File: config.mk
export PLATFORM = sky130hd
export DESIGN_NAME = mopshub_bus_scheduler
export DESIGN_NICKNAME = d
export VERILOG_FILES = /design/src/rtl/mopshub_bus_scheduler.sv
export SDC_FILE = /design/constraint.sdc
export NUM_CORES = 1
export LEC_CHECK = 0
export BUFFER_PORTS_ARGS = -buffer_cell sky130_fd_sc_hd__buf_2
export CAP_MARGIN = 0
export CORE_AREA = 2 2 132 95
export CTS_CLUSTER_DIAMETER = 50
export DETAILED_ROUTE_END_ITERATION = 16
export DIE_AREA = 0 0 134 97
export PLACE_DENSITY_LB_ADDON = 0.25
export REMOVE_ABC_BUFFERS = 1
export SKIP_CTS_REPAIR_TIMING = 1
export SYNTH_ARGS = -nofsm -noshare
export SYNTH_HDL_FRONTEND = slang
export SYNTH_SLANG_ARGS = --single-unit
File: constraint.sdc
create_clock -name clk_40_m -period 4.9 [get_ports clk_40_m]
set_input_delay 0.245 -clock clk_40_m [delete_from_list [all_inputs] [get_ports clk_40_m]]
set_output_delay 0.245 -clock clk_40_m [all_outputs]
set_load 0.02 [all_outputs]
File: src/rtl/mopshub_bus_scheduler.sv
// Per-bus commissioning sequencer for the MOPSHUB CAN buses: power, settle, optional trim, test, record.
// Trimming phase is built only when MOPSHUB_SCHED_TRIM_EN is defined.
module mopshub_bus_scheduler #(
  parameter int unsigned N_BUSES     = 32,
  parameter int unsigned SETTLE_CYC  = 16,
  parameter int unsigned TIMEOUT_CYC = 4096
) (
  input  logic        clk_40_m,
  input  logic        rst,
  input  logic        start,
  input  logic        abort,
  input  logic [31:0] bus_mask,
  input  logic        trim_done,
  input  logic        test_done,
  input  logic        test_err,
  output logic        busy,
  output logic [4:0]  bus_sel,
  output logic        power_en,
  output logic        trim_start,
  output logic        test_start,
  output logic [31:0] bus_ok,
  output logic [31:0] bus_fail,
  output logic        done
);

  localparam int unsigned TO_W       = $clog2(TIMEOUT_CYC + 1);
  localparam int unsigned ST_W       = $clog2(SETTLE_CYC + 1);
  localparam int unsigned TMR_W      = (TO_W > ST_W) ? TO_W : ST_W;
  localparam logic [31:0] VALID_MASK = 32'((64'd1 << N_BUSES) - 64'd1);

  typedef enum logic [3:0] {
    IDLE, SCAN, POWER, TRIM_REQ, TRIM_WAIT, TEST_REQ, TEST_WAIT, NEXT, FINISH
  } state_t;

  state_t             state_q, state_d;
  logic [31:0]        pending_q, pending_d, ok_d, fail_d;
  logic [4:0]         sel_d, low_idx;
  logic [TMR_W-1:0]   tmr_q;
  logic               settled, expired, powered;
  logic               busy_d, power_d, trim_start_d, test_start_d, done_d;

`ifndef MOPSHUB_SCHED_TRIM_EN
  logic unused_trim_done;
  assign unused_trim_done = trim_done;
`endif

  // One timer serves both settle and timeout: it restarts on every state change.
  assign settled = (tmr_q == TMR_W'(SETTLE_CYC - 1));
  assign expired = (tmr_q == TMR_W'(TIMEOUT_CYC - 1));
  assign powered = (state_q == POWER) || (state_q == TRIM_REQ) || (state_q == TRIM_WAIT) ||
                   (state_q == TEST_REQ) || (state_q == TEST_WAIT);

  // Lowest set bit of the pending mask.
  always_comb begin
    low_idx = '0;
    for (int i = 31; i >= 0; i--) begin
      if (pending_q[i]) low_idx = 5'(i);
    end
  end

  always_ff @(posedge clk_40_m) begin
    if (!rst) begin
      state_q    <= IDLE;
      pending_q  <= '0;
      tmr_q      <= '0;
      busy       <= 1'b0;
      bus_sel    <= '0;
      power_en   <= 1'b0;
      trim_start <= 1'b0;
      test_start <= 1'b0;
      bus_ok     <= '0;
      bus_fail   <= '0;
      done       <= 1'b0;
    end else begin
      state_q    <= state_d;
      pending_q  <= pending_d;
      tmr_q      <= ((state_d != state_q) || (state_q == IDLE)) ? '0 : tmr_q + TMR_W'(1);
      busy       <= busy_d;
      bus_sel    <= sel_d;
      power_en   <= power_d;
      trim_start <= trim_start_d;
      test_start <= test_start_d;
      bus_ok     <= ok_d;
      bus_fail   <= fail_d;
      done       <= done_d;
    end
  end

  always_comb begin
    state_d = state_q;
    case (state_q)
      IDLE:      if (start) state_d = SCAN;
      SCAN:      state_d = (pending_q == '0) ? FINISH : POWER;
`ifdef MOPSHUB_SCHED_TRIM_EN
      POWER:     if (settled) state_d = TRIM_REQ;
      TRIM_REQ:  state_d = TRIM_WAIT;
      TRIM_WAIT: begin
        if (trim_done)    state_d = TEST_REQ;
        else if (expired) state_d = NEXT;
      end
`else
      POWER:     if (settled) state_d = TEST_REQ;
`endif
      TEST_REQ:  state_d = TEST_WAIT;
      TEST_WAIT: if (test_done || expired) state_d = NEXT;
      NEXT:      state_d = SCAN;
      FINISH:    state_d = IDLE;
      default:   state_d = IDLE;
    endcase
    // FINISH is excluded so that done stays a single-cycle pulse.
    if (abort && (state_q != IDLE) && (state_q != FINISH)) state_d = FINISH;
  end

  always_comb begin
    pending_d    = pending_q;
    sel_d        = bus_sel;
    ok_d         = bus_ok;
    fail_d       = bus_fail;
    busy_d       = (state_d != IDLE);
    power_d      = (state_d == POWER) || (state_d == TRIM_REQ) || (state_d == TRIM_WAIT) ||
                   (state_d == TEST_REQ) || (state_d == TEST_WAIT);
    test_start_d = (state_d == TEST_REQ);
    done_d       = (state_d == FINISH);
`ifdef MOPSHUB_SCHED_TRIM_EN
    trim_start_d = (state_d == TRIM_REQ);
`else
    trim_start_d = 1'b0;
`endif
    case (state_q)
      IDLE: begin
        if (start) begin
          pending_d = bus_mask & VALID_MASK;
          ok_d      = '0;
          fail_d    = '0;
        end
      end
      SCAN:      if (pending_q != '0) sel_d = low_idx;
`ifdef MOPSHUB_SCHED_TRIM_EN
      TRIM_WAIT: if (!trim_done && expired) fail_d[bus_sel] = 1'b1;
`endif
      TEST_WAIT: begin
        if (test_done) begin
          if (test_err) fail_d[bus_sel] = 1'b1;
          else          ok_d[bus_sel]   = 1'b1;
        end else if (expired) begin
          fail_d[bus_sel] = 1'b1;
        end
      end
      NEXT:      pending_d[bus_sel] = 1'b0;
      FINISH:    pending_d = '0;
      default:   ;
    endcase
    // An aborted powered bus is a failure even if its done arrived this cycle.
    if (abort && powered) begin
      fail_d[bus_sel] = 1'b1;
      ok_d[bus_sel]   = 1'b0;
    end
  end

endmodule

; ---- After elaboration in Yosys (flattened, before gate mapping)
; Cells that the tools add are included.
[totals]
regBits = 122
in_bits = 39
output_inout_bits = 74
elab_cells = 115
[op_classes]
n_addsub = 1
magnitude_cmp = 2
n_eq_ne = 19
n_mux = 53
n_bitwise = 7
reduce_logical = 23
[ops]
columns = operator, n
row1 = $mux W32, 10
row2 = $mux W5, 32
row3 = $pmux W32 S2, 2
row4 = $or A32 B32 Y32, 3
row5 = $pmux W32 S3, 1
row6 = $and A32 B32 Y32, 2
row7 = $logic_not A32 Y1, 1
row8 = $not A32 Y32, 1
row9 = $reduce_bool A32 Y1, 1
row10 = $eq A4 B3 Y1 const B, 7
row11 = $pmux W4 S6, 1
row12 = $mux W4, 5
row13 = $eq A4 B2 Y1 const B, 4
row14 = $add A13 B1 Y13 const B, 1
row15 = $eq A13 B12 Y1 const B, 1
row16 = $eq A13 B4 Y1 const B, 1
row17 = $logic_or A1 B1 Y1, 10
row18 = $eq A4 B4 Y1 const B, 2
row19 = $reduce_bool A4 Y1, 2
row20 = $lt A5 B6 Y1 const B, 1
row21 = $demux W1 S5, 1
row22 = $ge A5 B1 Y1 const B, 1
row23 = $eq A4 B1 Y1 const B, 1
row24 = $logic_and A1 B1 Y1, 4
row25 = other kinds (9), 10

; ---- Logic depth before layout (Yosys ltp)
[logic_depth]
word_depth = 32
depth_mapped = 8
ltp_nobuf = 7

; ---- Least setup slack after synthesis
; OpenSTA, ideal clock, no wires.
[synth_timing]
path_type = reg2reg
startpoint = register tmr_q[0]
endpoint = register tmr_q[0]
setup_time_ns = 0.120
arrival_ns = 1.876
required_ns = 4.780
setup_slack_ns = 2.904
stages_incl_launch_ff = 8
path_buffers = 1
synth_period_minus_slack_ns = 1.996
path_cell_list = dfxtp_1 > ha_1 > and3_1 > nand4_1 > or4_1 > a31oi_2 > buf_4 > nor4_2
[synth_between]
elab_chain_len = 8
elab_cells_between_ends = 11
classes_between = add/sub: 1 / eq/ne: 3 / mux: 4 / reduce/logical: 3
[synth_rtl]
columns = element, line
row1 = "start, declared", 38  ; logic [TMR_W-1:0] tmr_q;
row2 = "start signal, assigned", 77  ; tmr_q <= ((state_d != state_q) || (state_q == IDLE)) ? '0 : tmr_q + TMR_W'(1);
row3 = $eq A13 B12 Y1, 49  ; assign expired = (tmr_q == TMR_W'(TIMEOUT_CYC - 1));
row4 = $logic_or A1 B1 Y1, 105  ; TEST_WAIT: if (test_done || expired) state_d = NEXT;
row5 = $mux W4, 105
row6 = $pmux W4 S6, 91  ; case (state_q)
row7 = $mux W4, 111  ; if (abort && (state_q != IDLE) && (state_q != FINISH)) state_d = FINISH;
row8 = $ne A4 B4 Y1, 77
row9 = $logic_or A1 B1 Y1, 77
row10 = $reduce_or A2 Y1 (no line), -
; Several ways; a longest one is shown, not always the timed one.
; A chain may end at the register's enable or synchronous reset.

; ---- Final worst setup path
[layout_timing]
startpoint = register tmr_q[0]
endpoint = register tmr_q[2]
; Same word-level chain as after synthesis.

==> flow_summary.ini <==
[outcome]
status = completed

[critical_path]
required_ns = 5.14
crit_path_start_kind = register
path_delay_family = simple AND/OR/NAND/NOR gates
critPathMaxFanout = 13
max_stage_delay_ns = 0.83
critPathKind = reg2reg
critPathArrivalTime_ns = 2.97
crit_chain = ha_1, and3_1, nand4_1, or4_1, a31oi_2, nor4_1
path_buf_inv = 0
end_kind = register
crit_path_top_delay_cell = a31oi_2

[drt]
firstDrtPassIters = 5
detailroute.via_count = 5239
wirelength_um = 16600
ant_nets = 0
drt_iter0_drc = 485
vias_per_cell = 6.07
wl_per_cell_um = 19.3
drcViolationCount = 0

[clock_tree]
cts_buffers = 17
clk_path_buf_depth = 2
cts_tree = built
h-tree-depth = 4
clk_latency_ns = 0.41
clockRootBuffer = clkbuf_16
clock_sinks = 122
clkTransAtPathRegs_ns = 0.06

[placement]
hpwl_um = 10900
dp_cells = 829
gp_congestion = 0.920
port-buffer-count = 110

[floorplan]
die_y_um = 97
dieArea_um2 = 13000
die_width_um = 134
start_util_pct = 46.6
core-area_um2 = 11600
rows = 33
io_pins = 113

[finish]
layout.cells.non_filler = 863
drive_gt1_share_pct = 25.0
finalNetCount = 732
nFillCells = 1029
area_growth_pct = 23.2

[power_and_ir_drop]
power_density_nw_per_um2 = 420
ir_worst_vdd_mv = 0.295
power_leakage_nw = 2.60

[flow_run]
cap_violations = 0

[sta]
maxSlewViolCount = 0
post-route-min-period_ns = 2.73
fmax_ghz = 0.366
slew_headroom_pct = 21.9
finalHoldViolCount = 0
setup_viol = 0
fin_crit_sh_pct = 55.7
rsz0062_at_grt = false
tightest_slew_ns = 1.17
tns_ns = 0
fin_worst_skew_ns = 0.00569

[synth]
synth_area_um2 = 5400
yosysSeqAreaShare_pct = 45.2
async_reset_ff_share_pct = 0
ys_seq_elements = 122
yosysWarnings = 0
post_synth.cell_area_avg_um2 = 8.99
synth-edff-count = 0
synth-main-ff-cell = dfxtp_1
syn-instance-count = 601
ys_types = 56

[global_route]
grt_usage_pct = 25.8
grt_pass1_wl_um = 26400
antenna_found_initial = 1
grt-ovfl-total = 0
grt_pass1_vias = 4863
grt_max_degree = 64

[hold_path]
hp-class = in2reg
[placed cells by master, fill, tap and decap left out, types with 12 or more instances in the layout]
cell | synthesis | routed
dfxtp_1 | 122 | 122
buf_2 | 3 | 110
nand3_1 | 12 | 12
a211oi_1 | 33 | 33
a22o_1 | 32 | 32
nand2_1 | 19 | 19
a22oi_1 | 53 | 53
nor4_2 | 13 | 13
o21ai_0 | 45 | 45
nor2_1 | 91 | 90
clkbuf_16 | 0 | 17
a21oi_1 | 24 | 24
[flip-flops by register name, summed over array words and instances, names as in the netlist]
| signal | count |
|---|---|
| tmr_q | 13 |
| bus_ok | 32 |
| done | 1 |
| bus_fail | 32 |
| state_q | 4 |
| test_start | 1 |
| busy | 1 |
| bus_sel | 5 |
| pending_q | 32 |
| power_en | 1 |
[metal layers]
metal / GRT usage (%) / part of all wire (%)
met2: 37.2 / 43
met3: 8.75 / 9.1
met5: 0 / 0.078
met1: 35.9 / 46
met4: 9.08 / 1.9
[worst paths after layout]
kind | startpoint | to | slack, ns | cells past startpoint
worst min register to register | tmr_q[0] | tmr_q[0] | 0.47 | 1
worst min-delay path | bus_mask[0] | pending_q[0] | 0.09 | 3
worst max-delay path | tmr_q[0] | tmr_q[2] | 2.17 | 6
worst max register to register | tmr_q[0] | tmr_q[2] | 2.17 | 6
[where the power goes]
part           internal, mW  switching [mW]
registers              1.03          0.0580
clock network         0.864           0.458
logic                 0.132           0.257
[worst register-to-register path: cells and delay by family, from the launching register on]
| kind | cells | cell delay [ns] |
|---|---|---|
| flip-flops | 1 | 0.36 |
| adder cells (fa/ha/maj) | 1 | 0.21 |
| AO/OA/AOI/OAI | 1 | 0.83 |
| AND/OR/NAND/NOR | 4 | 1.16 |
[metrics by stage]
stage	util (%)	area [µm²]	power, mW	worst slack, ns	hold WS, ns
2_1_floorplan	-	5200	1.35	1.67	0.361
3_3_place_gp	51.9	6020	1.47	2.27	0.453
3_5_place_dp	51.9	6020	1.48	2.16	0.459
4_1_cts	57.3	6640	2.80	2.14	0.0768
5_1_grt	57.4	6660	2.90	1.95	0.0927
6_report	57.4	6660	2.80	2.17	0.0859
[cell families after synthesis]
family                   after synthesis  share of synthesized area, %
XOR/XNOR                              12                          2.08
adder cells (fa/ha/maj)                1                         0.231
buffers and inverters                 57                          4.45
AND/OR/NAND/NOR                      196                          20.2
flip-flops                           122                          45.2
other                                  1                        0.0694
AO/OA/AOI/OAI                        212                          27.7
[area by class of cell]
class | count | area, µm² | area share, %
antenna | 1 | 2.50 | 0.0376
clock buffer | 21 | 450 | 6.77
clock inverter | 11 | 170 | 2.56
inverter | 11 | 41.3 | 0.620
multi-input combinational | 422 | 2740 | 41.2
sequential | 122 | 2440 | 36.7
tap | 157 | 196 | 2.95
timing repair buffer | 118 | 614 | 9.23
[cell usage after synthesis (2+ instances only)]
master | instances | area (µm²)
a211oi_1 | 33 | 248
a21o_1 | 2 | 15.0
a21oi_1 | 24 | 120
a22o_1 | 32 | 280
a22oi_1 | 53 | 398
a31oi_1 | 4 | 25.0
and3_1 | 3 | 18.8
buf_1 | 3 | 11.3
buf_2 | 3 | 15.0
buf_4 | 4 | 30.0
clkbuf_1 | 35 | 131
dfxtp_1 | 122 | 2440
inv_1 | 10 | 37.5
nand2_1 | 19 | 71.3
nand2b_1 | 7 | 43.8
nand3_1 | 12 | 60.1
nand3b_1 | 3 | 22.5
nand4_1 | 6 | 37.5
nor2_1 | 91 | 342
nor2b_1 | 3 | 18.8
nor3_1 | 11 | 55.1
nor3b_1 | 3 | 22.5
nor4_1 | 8 | 50.1
nor4_2 | 13 | 163
nor4_4 | 4 | 85.1
nor4b_1 | 2 | 17.5
o21ai_0 | 45 | 225
o21ai_1 | 3 | 15.0
o311ai_0 | 3 | 26.3
or3_1 | 2 | 12.5
or3b_1 | 2 | 17.5
or4_1 | 3 | 22.5
xnor2_1 | 6 | 52.6
xor2_1 | 5 | 43.8
(Power assumes the default switching activity.)
